$ cat src/rtl/shift_sequencer_pkg.sv
// Shared encodings for the iterative shifter-operand sequencer.
package shift_sequencer_pkg;

  localparam int unsigned DATA_W = 32;
  localparam int unsigned OP_W   = 12;
  localparam int unsigned CNT_W  = 6;
  localparam int unsigned K_W    = 4;

  localparam logic [1:0] SH_LSL = 2'b00;
  localparam logic [1:0] SH_LSR = 2'b01;
  localparam logic [1:0] SH_ASR = 2'b10;
  localparam logic [1:0] SH_ROR = 2'b11;

  typedef enum logic [2:0] {
    KIND_LSL = 3'd0,
    KIND_LSR = 3'd1,
    KIND_ASR = 3'd2,
    KIND_ROR = 3'd3,
    KIND_RRX = 3'd4
  } step_kind_t;

  typedef enum logic [1:0] {
    ST_IDLE  = 2'd0,
    ST_SHIFT = 2'd1,
    ST_DONE  = 2'd2
  } state_t;

endpackage

$ cat src/rtl/shift_sequencer_shift_step.sv
// Applies k (0..STEP) single-bit shifter steps of one kind to {acc, c}.
module shift_step
  import shift_sequencer_pkg::*;
#(
  parameter int unsigned STEP = 4
) (
  input  logic [DATA_W-1:0] acc,
  input  logic              c,
  input  step_kind_t        kind,
  input  logic [K_W-1:0]    k,
  output logic [DATA_W-1:0] acc_next_c,
  output logic              c_next_c
);

  logic [DATA_W-1:0] a;
  logic              b;

  always_comb begin
    a = acc;
    b = c;
    for (int i = 0; i < int'(STEP); i++) begin
      if (K_W'(i) < k) begin
        unique case (kind)
          KIND_LSL: begin b = a[DATA_W-1]; a = {a[DATA_W-2:0], 1'b0}; end
          KIND_LSR: begin b = a[0]; a = {1'b0, a[DATA_W-1:1]}; end
          KIND_ASR: begin b = a[0]; a = {a[DATA_W-1], a[DATA_W-1:1]}; end
          KIND_ROR: begin b = a[0]; a = {a[0], a[DATA_W-1:1]}; end
          // carry enters at the top, old bit 0 becomes the carry
          KIND_RRX: {a, b} = {b, a};
          default:  ;
        endcase
      end
    end
    acc_next_c = a;
    c_next_c   = b;
  end

endmodule

$ cat src/rtl/shift_sequencer.sv
// Multi-cycle shifter-operand unit: decodes an ARM operand-2 request and
// shifts up to STEP positions per cycle, handing val2/carry over a handshake.
module shift_sequencer
  import shift_sequencer_pkg::*;
#(
  parameter int unsigned STEP = 4
) (
  input  logic              clk,
  input  logic              rst,
  input  logic              start_valid,
  output logic              start_ready,
  input  logic [DATA_W-1:0] val2gen_in,
  input  logic [OP_W-1:0]   shift_operand,
  input  logic              imm,
  input  logic              memory_instruction,
  input  logic              carry_in,
  output logic              result_valid,
  input  logic              result_ready,
  output logic [DATA_W-1:0] val2,
  output logic              carry_out,
  output logic              busy
);

  state_t            state, state_next;
  logic [DATA_W-1:0] acc, acc_next;
  logic [CNT_W-1:0]  cnt, cnt_next;
  logic              c, c_next;
  step_kind_t        kind, kind_next;

  logic [DATA_W-1:0] dec_acc;
  logic [CNT_W-1:0]  dec_cnt;
  step_kind_t        dec_kind;
  logic [4:0]        n5;

  logic [K_W-1:0]    k;
  logic [CNT_W-1:0]  cnt_rem;
  logic [DATA_W-1:0] step_acc;
  logic              step_c;

  // Operand decode; zero shift amounts encode LSR/ASR #32 and RRX
  assign n5 = shift_operand[11:7];

  always_comb begin
    dec_acc  = val2gen_in;
    dec_cnt  = '0;
    dec_kind = KIND_LSL;
    if (memory_instruction) begin
      dec_acc = {{(DATA_W-OP_W){shift_operand[OP_W-1]}}, shift_operand};
    end else if (imm) begin
      dec_acc  = {24'b0, shift_operand[7:0]};
      dec_kind = KIND_ROR;
      dec_cnt  = CNT_W'({shift_operand[11:8], 1'b0});
    end else begin
      unique case (shift_operand[6:5])
        SH_LSL: begin
          dec_kind = KIND_LSL;
          dec_cnt  = CNT_W'(n5);
        end
        SH_LSR: begin
          dec_kind = KIND_LSR;
          dec_cnt  = (n5 == 5'd0) ? CNT_W'(DATA_W) : CNT_W'(n5);
        end
        SH_ASR: begin
          dec_kind = KIND_ASR;
          dec_cnt  = (n5 == 5'd0) ? CNT_W'(DATA_W) : CNT_W'(n5);
        end
        default: begin
          dec_kind = (n5 == 5'd0) ? KIND_RRX : KIND_ROR;
          dec_cnt  = (n5 == 5'd0) ? CNT_W'(1) : CNT_W'(n5);
        end
      endcase
    end
  end

  assign k       = (cnt < CNT_W'(STEP)) ? K_W'(cnt) : K_W'(STEP);
  assign cnt_rem = cnt - CNT_W'(k);

  shift_step #(.STEP(STEP)) u_step (
    .acc        (acc),
    .c          (c),
    .kind       (kind),
    .k          (k),
    .acc_next_c (step_acc),
    .c_next_c   (step_c)
  );

  // Next-state and datapath update
  always_comb begin
    state_next = state;
    acc_next   = acc;
    cnt_next   = cnt;
    c_next     = c;
    kind_next  = kind;
    unique case (state)
      ST_IDLE: begin
        if (start_valid && start_ready) begin
          acc_next   = dec_acc;
          cnt_next   = dec_cnt;
          c_next     = carry_in;
          kind_next  = dec_kind;
          state_next = (dec_cnt == '0) ? ST_DONE : ST_SHIFT;
        end
      end
      ST_SHIFT: begin
        acc_next = step_acc;
        c_next   = step_c;
        cnt_next = cnt_rem;
        if (cnt_rem == '0) state_next = ST_DONE;
      end
      ST_DONE: begin
        if (result_ready) state_next = ST_IDLE;
      end
      default: state_next = ST_IDLE;
    endcase
  end

  always_ff @(posedge clk or posedge rst) begin
    if (rst) begin
      state        <= ST_IDLE;
      acc          <= '0;
      cnt          <= '0;
      c            <= 1'b0;
      kind         <= KIND_LSL;
      result_valid <= 1'b0;
      start_ready  <= 1'b1;
      busy         <= 1'b0;
    end else begin
      state        <= state_next;
      acc          <= acc_next;
      cnt          <= cnt_next;
      c            <= c_next;
      kind         <= kind_next;
      result_valid <= (state_next == ST_DONE);
      start_ready  <= (state_next == ST_IDLE);
      busy         <= (state_next != ST_IDLE);
    end
  end

  assign val2      = acc;
  assign carry_out = c;

endmodule

$ cat config.mk
export PLATFORM = sky130hd
export DESIGN_NAME = shift_sequencer
export DESIGN_NICKNAME = d
export VERILOG_FILES = /design/src/rtl/shift_sequencer_pkg.sv /design/src/rtl/shift_sequencer_shift_step.sv /design/src/rtl/shift_sequencer.sv
export SDC_FILE = /design/constraint.sdc
export NUM_CORES = 1
export LEC_CHECK = 0
export ABC_AREA = 1
export CAP_MARGIN = 25
export CORE_UTILIZATION = 60
export DETAILED_ROUTE_END_ITERATION = 7
export GPL_TIMING_DRIVEN = 0
export PLACE_DENSITY = 0.9
export SLEW_MARGIN = 10
export SYNTH_ARGS = -nofsm -noshare
export SYNTH_HDL_FRONTEND = slang
export SYNTH_HIERARCHICAL = 1
export SYNTH_SLANG_ARGS = --single-unit
$ cat constraint.sdc
create_clock -name clk -period 4.8 [get_ports clk]
set_clock_uncertainty 0.15 [all_clocks]
set_input_delay 0.48 -clock clk [delete_from_list [all_inputs] [get_ports clk]]
set_output_delay 0.48 -clock clk [all_outputs]
set_load 0.02 [all_outputs]
==> results.md, run 1 <==
* Full die area at 10,200 µm²
* Initial Util at 0.629
* Top cells by area, synth: nand3_1 (24%), nand2_1 (20%), dfrtp_1 (20%)
* Largest area contributor in the netlist: nand3_1
* Min Tclk post-route at 3130 ps
* Aggregate global-route resource usage at 0.444
* Area occupied by multi-input gates at 4100 µm²
* Drt initial violations at 990
* Cell Area, Synth at 5890 µm²
* Row count at 35
* Fillers at 810
* Number of buffers added on ports at 86
* Pre-Repair DR Iteration Count at 6
* Die Y at 101 µm
* Slew margin rel. at 0.623
* Reg clk slew, reported paths at 100 ps
* Max Clk Rate at 320 MHz
* Setup TNS at 0 ps
* Hold buffer count at cts at 0
* Critical path data arrival time at 3180 ps
* Post-CTS Setup Inserts at 0
* # DRC at 0
* Largest net degree at the start of global routing at 42
* Slew Limit Fails at 0
* Critical path capture point type: register
* Clock Tree Buf Depth at 2
* Final GP Congestion at 0.993
* Number of buffers created by CTS at 5
* First-pass GRT wire length at 35,000 µm
* Drt via density at 6.32
* GR Layer Usage met3 at 0.146
* Num ports at 87
* Post-synthesis register bit count at 47
* Non-Filler Instances at 1,195
* Via count at 7,551
* M2 GR Usage at 0.666
* CTS sink count at 47
* Status: complete, no violations
* CTS tree: done
* Syn_area_per_cell at 6.07 µm²
* R2r setup slk at 1670 ps
* H-tree depth at 2
* Hold Worst Slack at 242 ps
* Final hold vios at 0
* Post-DP HPWL at 17,700 µm
* Total congestion overflow at 0
* Initial antenna violation count at 0
* WP data required at 4850 ps
* Crit start category: register
* Post-place instance area at 6940 µm²
* Inst Count DP at 1,187
* Worst-margin pin slew at 566 ps
* Period Utilization, post-route at 0.651
* M1 GR Usage at 0.596
* Root Buffer: clkbuf_8
* Clk_lat worst skew at 310 ps
* Ratio of cells with drive above 1 in the final layout at 0.127
* Synthesis-to-layout area growth at 19.6%
* Fraction of the yosys area taken by sequential cells at 0.200
* Core box area at 9370 µm²
* Routed wire per std cell at 18.4 µm
* Crit-path max FO at 10
* Reg2Reg Launch Point: cnt[3]
* Global route hottest layer: met2
* Min-delay worst type: primary input to asynchronous set/reset pin
* Syn nets at 1,027
* Die Span X at 101 µm
* Vias in the first global route at 6,868
* Antenna fix cells at 0
* Post-route ant nets at 0
* RSZ-0062 raised after global routing: no
* Total Wirelength at 22,000 µm
* Setup Viol. Count Final at 0
* Synth cell types at 46
* Synth Instances at 971
* Post-CTS resize count at 0
* Cell area after layout at 7050 µm²
* Max Cap Viol at 0
* Synth warn at 6
* Share of the synthesized area in the top cell type at 0.235
* Worst setup path category: register to register
* Register area at 1180 µm²
* Fin nets at 1,121
* Worst setup startpoint: cnt[3]
## registers in the layout (all words and copies together), names as in the netlist
register      cells
val2             32
result_valid      1
state             2
kind              3
carry_out         1
busy              1
cnt               6
start_ready       1
## routing by layer
layer,share of wire,vias to the layer above
li1,-,3516
met1,0.41,3428
met2,0.42,543
met3,0.15,64
met4,0.026,0
met5,0,-
## metrics by stage
stage	utilization	setup slack [ps]
after floorplan	-	2240
after global placement	0.738	1850
after detailed placement	0.740	1800
after CTS	0.752	1760
after global routing	0.752	1480
final	0.752	1670
## layout by cell type, fill, tap and decap left out, types with 7 or more instances in the layout
master / count
o221a_2: 16
buf_2: 29
dfrtp_1: 46
o21ai_1: 7
inv_1: 53
o211ai_1: 14
o211ai_2: 13
or2_1: 8
buf_6: 14
a21oi_1: 21
nand3_1: 277
clkdlybuf4s50_1: 86
o21ai_0: 13
nand2_1: 307
nand2_2: 7
nor2_1: 42
clkbuf_1: 12
nand3_2: 8
or2_2: 11
## cells by family (layout without fill, tap and decap cells)
group,Yosys count,count (layout),synth area share
AO/OA/AOI/OAI,116,116,0.158
adder cells (fa/ha/maj),5,5,0.0106
buffers and inverters,122,217,0.105
flip-flops,47,47,0.200
other,2,2,0.00127
AND/OR/NAND/NOR,679,679,0.526
## cell usage after synthesis, drive strengths merged
master	number
a211oi	3
a21boi	1
a21oi	21
a221oi	3
a22oi	5
a31oi	7
and2	1
buf	50
clkbuf	12
conb	2
dfrtp	46
dfstp	1
ha	5
inv	60
nand2	315
nand3	285
nand4	3
nor2	51
nor3	2
o211ai	27
o21ai	21
o221a	21
o221ai	4
o31ai	3
or2	22
## worst paths after layout
| kind | endpoint | cells past startpoint |
|---|---|---|
| min in group clk | cnt[1] | 2 |
| max in group asynchronous | start_ready | 3 |
| max | val2[20] | 16 |
| min | val2[12] | 2 |
| min reg2reg | cnt[1] | 2 |
| max reg2reg | val2[20] | 16 |
## critical path, stage by stage, from the launching register on
cell	delay [ps]
dfrtp_1	410
nor2_1	180
nand2_2	150
nor2_1	150
nor2_1	70
nand2_2	100
nand2_4	110
inv_2	90
buf_6	140
buf_6	150
a31oi_1	170
or2_2	350
nand3_1	90
nand3_1	150
nand3_1	110
nand3_1	120
o221a_2	310
## area by class of cell
cell class / count / area share
buffer: 62 / 0.0552
clock buffer: 5 / 0.00976
clock inverter: 3 / 0.00657
inverter: 60 / 0.0323
multi-input combinational: 802 / 0.581
sequential: 47 / 0.167
tap: 129 / 0.0229
timing repair buffer: 87 / 0.125
Power of run 1 is left out: the tool's default activity adds up to more than one toggle a clock period on the data nets, which glitch-free logic cannot reach.
==> inputs of run 2 (changes only) <==
--- a/config.mk
+++ b/config.mk
@@ -7,10 +7,10 @@
 export LEC_CHECK = 0
 export ABC_AREA = 1
 export CAP_MARGIN = 25
-export CORE_UTILIZATION = 60
+export CORE_UTILIZATION = 56
 export DETAILED_ROUTE_END_ITERATION = 7
 export GPL_TIMING_DRIVEN = 0
-export PLACE_DENSITY = 0.9
+export PLACE_DENSITY = 0.85
 export SLEW_MARGIN = 10
 export SYNTH_ARGS = -nofsm -noshare
 export SYNTH_HDL_FRONTEND = slang
==> constraint.sdc (replaced) <==
create_clock -name clk -period 3.15 [get_ports clk]
set_clock_uncertainty 0.15 [all_clocks]
set_input_delay 0.315 -clock clk [delete_from_list [all_inputs] [get_ports clk]]
set_output_delay 0.315 -clock clk [all_outputs]
set_load 0.02 [all_outputs]
==> run 2 against run 1 <==
  * Via count shrank 2.8%
  * Routed wire length decreased by 3.8%
  * Largest cell class unchanged
  * Register-to-register slack got worse by 1500 ps
  * Design area up 0.48%
==> results.md, run 2 (synthesis gave the netlist of run 1 again) <==
* Status: complete, no violations
* Clk_lat worst skew at 310 ps
* WP data required at 3200 ps
* Drt via density at 6.10
* Num ports at 87
* RSZ-0062 raised after global routing: no
* R2r setup slk at 150 ps
* Routed wire per std cell at 17.6 µm
* Drt initial violations at 1,108
* Largest net degree at the start of global routing at 36
* Initial Util at 0.573
* Critical path data arrival time at 3050 ps
* Core box area at 10,300 µm²
* Total Wirelength at 21,200 µm
* Crit start category: register
* Full die area at 10,900 µm²
* Setup TNS at 0 ps
* Number of buffers created by CTS at 5
* Initial antenna violation count at 0
* Post-CTS resize count at 0
* Worst-margin pin slew at 588 ps
* Critical path capture point type: register
* Final hold vios at 0
* Root Buffer: clkbuf_8
* Slew Limit Fails at 0
* Min-delay worst type: primary input to asynchronous set/reset pin
* Fin nets at 1,121
* Commonest non-fill, non-tap cell in the layout: nand2_1
* Synthesis-to-layout area growth at 20.2%
* Setup Viol. Count Final at 0
* Vias in the first global route at 6,453
* Max Clk Rate at 334 MHz
* Die Span X at 105 µm
* Post-CTS Setup Inserts at 0
* Pre-Repair DR Iteration Count at 6
* Hold buffer count at cts at 0
* Place WS at 136 ps
* Min Tclk post-route at 3000 ps
* Number of buffers added on ports at 86
* Setup ws final at 153 ps
* Final core utilization at 0.689
* Antenna fix cells at 0
* Post-DP HPWL at 17,200 µm
* Worst setup path category: register to register
* Reg clk slew, reported paths at 90 ps
* Slew margin rel. at 0.608
* Most frequent cells in the layout: nand2_1 (307), nand3_1 (275), clkdlybuf4s50_1 (86)
* Aggregate global-route resource usage at 0.386
* H-tree depth at 2
* CTS tree: done
* Via count at 7,336
* Max Cap Viol at 0
* First-pass GRT wire length at 33,300 µm
* Die Y at 105 µm
* Max reg flops at 32
* Row count at 37
* # DRC at 0
* Final GP Congestion at 0.975
* Crit-path max FO at 10
* Period Utilization, post-route at 0.951
* Post-route ant nets at 0
* Total congestion overflow at 0
* Clock Tree Buf Depth at 2
* Ratio of cells with drive above 1 in the final layout at 0.134
* CTS sink count at 47
run 2: path summary, 6_finish.rpt:
path / cells after the start / startpoint / to
min: 2 / rst / val2[11]
max: 19 / cnt[5] / val2[23]
min reg2reg: 2 / val2[8] / val2[8]
max reg2reg: 19 / cnt[5] / val2[23]
min in group clk: 2 / val2[8] / val2[8]
max in group asynchronous: 3 / rst / start_ready
run 2: routing by layer:
metal | vias to the layer above | GRT usage | part of all wire
met4 | 0 | 0.0966 | 0.016
met3 | 29 | 0.0817 | 0.11
met1 | 3361 | 0.557 | 0.44
met5 | - | 0 | 0
li1 | 3515 | - | -
met2 | 431 | 0.584 | 0.43
run 2: area by class of cell:
cell class	instances	area, µm²
Timing Repair Buffer	87	881
Inverter	60	228
Clock inverter	3	20.0
Tap cell	136	170
Sequential cell	47	1180
Clock buffer	5	68.8
Buffer	62	389
Fill cell	982	3190
Multi-Input combinational cell	802	4150
run 2: worst max-delay path: stages, from the launching register on:
cell and delay (ps):
dfrtp_1 430, nor2_4 160, nand2_4 100, nor2_2 110, nor2_1 60, nand2_2 90, nand2_4 100, inv_2 90
buf_6 150, buf_6 180, o211ai_1 100, nand2_1 110, inv_1 70, nand2_1 50, nand3_1 130, nand3_1 120
nand3_1 110, nand3_1 100, nand3_1 130, o221a_2 320
run 2: metrics by stage:
step	area [µm²]	instances	hold WS, ps
global route	7080	1202	154
floorplan	5890	971	320
CTS	7030	1202	107
detailed placement	6940	1194	380
global placement	6920	1193	371
finish	7080	1202	108
Power of run 2 is left out for the same reason.
==> inputs of run 3 (changes only) <==
--- a/config.mk
+++ b/config.mk
@@ -7,10 +7,10 @@
 export LEC_CHECK = 0
 export ABC_AREA = 1
 export CAP_MARGIN = 25
-export CORE_UTILIZATION = 56
+export CORE_UTILIZATION = 26
 export DETAILED_ROUTE_END_ITERATION = 7
 export GPL_TIMING_DRIVEN = 0
-export PLACE_DENSITY = 0.85
+export PLACE_DENSITY = 0.47
 export SLEW_MARGIN = 10
 export SYNTH_ARGS = -nofsm -noshare
 export SYNTH_HDL_FRONTEND = slang
==> run 3 against run 2 <==
  * Setup slack lost 9.9 ps
  * Sequential cell count unchanged
  * Worst hold slack gained 29 ps
  * Final cell count rose by 12%
  * Largest cell class unchanged
  * Design area rose by 3.8%
  * Via count down 2.8%
  * Fmax down 0.33%
==> results.md, run 3 (synthesis gave the netlist of run 1 again) <==
* Initial Util at 0.268
* Ratio of cells with drive above 1 in the final layout at 0.139
* Worst setup path category: register to register
* Via count at 7,134
* Clk_lat worst skew at 290 ps
* Synthesis-to-layout area growth at 24.8%
* Largest net degree at the start of global routing at 37
* Crit-path max FO at 10
* Most frequent cells in the layout: nand2_1 (307), nand3_1 (272), clkdlybuf4s50_1 (86)
* Commonest non-fill, non-tap cell in the layout: nand2_1
* Post-CTS resize count at 0
* Total Wirelength at 25,800 µm
* Max reg flops at 32
* Status: complete, no violations
* Post-DP HPWL at 21,200 µm
* Critical path data arrival time at 3040 ps
* Aggregate global-route resource usage at 0.220
* Final GP Congestion at 0.916
* Clock Tree Buf Depth at 2
* Fin nets at 1,121
* Die Y at 153 µm
* Hold buffer count at cts at 0
* Row count at 54
* Full die area at 23,300 µm²
* First-pass GRT wire length at 39,700 µm
* Crit start category: register
* Final core utilization at 0.334
* Core box area at 22,000 µm²
* WP data required at 3180 ps
* CTS sink count at 47
* Pre-Repair DR Iteration Count at 5
* Slew margin rel. at 0.578
* H-tree depth at 2
* Antenna fix cells at 0
* Slew Limit Fails at 0
* Period Utilization, post-route at 0.955
* Fillers at 2,525
* CTS tree: done
* Initial antenna violation count at 0
* Min-delay worst type: primary input to asynchronous set/reset pin
* Setup Viol. Count Final at 0
* Number of buffers created by CTS at 5
* Worst-margin pin slew at 633 ps
* Max Clk Rate at 333 MHz
* Final hold vios at 0
* Die Span X at 153 µm
* Vias in the first global route at 6,765
* Max Cap Viol at 0
* Drt initial violations at 582
* # DRC at 0
* Post-route ant nets at 0
* RSZ-0062 raised after global routing: yes
* Critical path capture point type: register
* Number of buffers added on ports at 86
* Total congestion overflow at 0
* Min Tclk post-route at 3010 ps
* Routed wire per std cell at 19.2 µm
* Num ports at 87
* Post-CTS Setup Inserts at 0
* Root Buffer: clkbuf_16
* Reg clk slew, reported paths at 70 ps
* Drt via density at 5.30
==> run 3: worst paths after layout <==
check / start / end / slack [ps] / depth (start not counted)
worst max-delay path: cnt[5] / val2[18] / 140 / 16
worst min-delay path: rst / val2[18] / 140 / 2
worst max register to register: cnt[5] / val2[18] / 140 / 16
worst min register to register: val2[8] / val2[8] / 390 / 2
max in group asynchronous: rst / start_ready / 2140 / 3
min in group clk: val2[8] / val2[8] / 390 / 2
==> run 3: routing by layer <==
metal / wire length (µm) / up-vias / global-route usage / part of all wire
met5: 0 / - / 0 / 0
met4: 351 / 0 / 0.0572 / 0.014
met3: 1610 / 23 / 0.0210 / 0.062
met2: 11300 / 283 / 0.347 / 0.44
met1: 12600 / 3318 / 0.320 / 0.49
li1: - / 3510 / - / -
==> run 3: worst max-delay path, cell delays in order, from the launching register on <==
cell	delay [ps]
dfrtp_1	430
nor2_4	160
nand2_4	100
nor2_2	110
nor2_1	60
nand2_2	90
nand2_4	110
inv_2	100
buf_6	160
buf_8	160
a31oi_2	140
or2_2	330
nand3_1	90
nand3_1	140
nand3_1	110
nand3_1	130
o221a_2	320
==> run 3: final cells by class <==
class,instances,area (µm²),area share
tap,280,350,0.0476
clock buffer,6,139,0.0189
sequential,47,1180,0.160
inverter,60,228,0.0310
clock inverter,1,5.00,0.000680
buffer,62,404,0.0549
multi-input combinational,802,4170,0.567
timing repair buffer,87,881,0.120
==> run 3: stage by stage <==
step	setup TNS [ps]	hold slack, ps	worst slack (ps)	instance area (µm²)	instances
2_1_floorplan	0	320	591	5890	971
3_3_place_gp	0	371	91.2	7100	1337
3_5_place_dp	0	373	74.5	7120	1338
4_1_cts	0	152	58.6	7270	1345
5_1_grt	-3.87	168	-3.87	7360	1345
6_report	0	138	143	7360	1345
Power of run 3 is left out for the same reason.
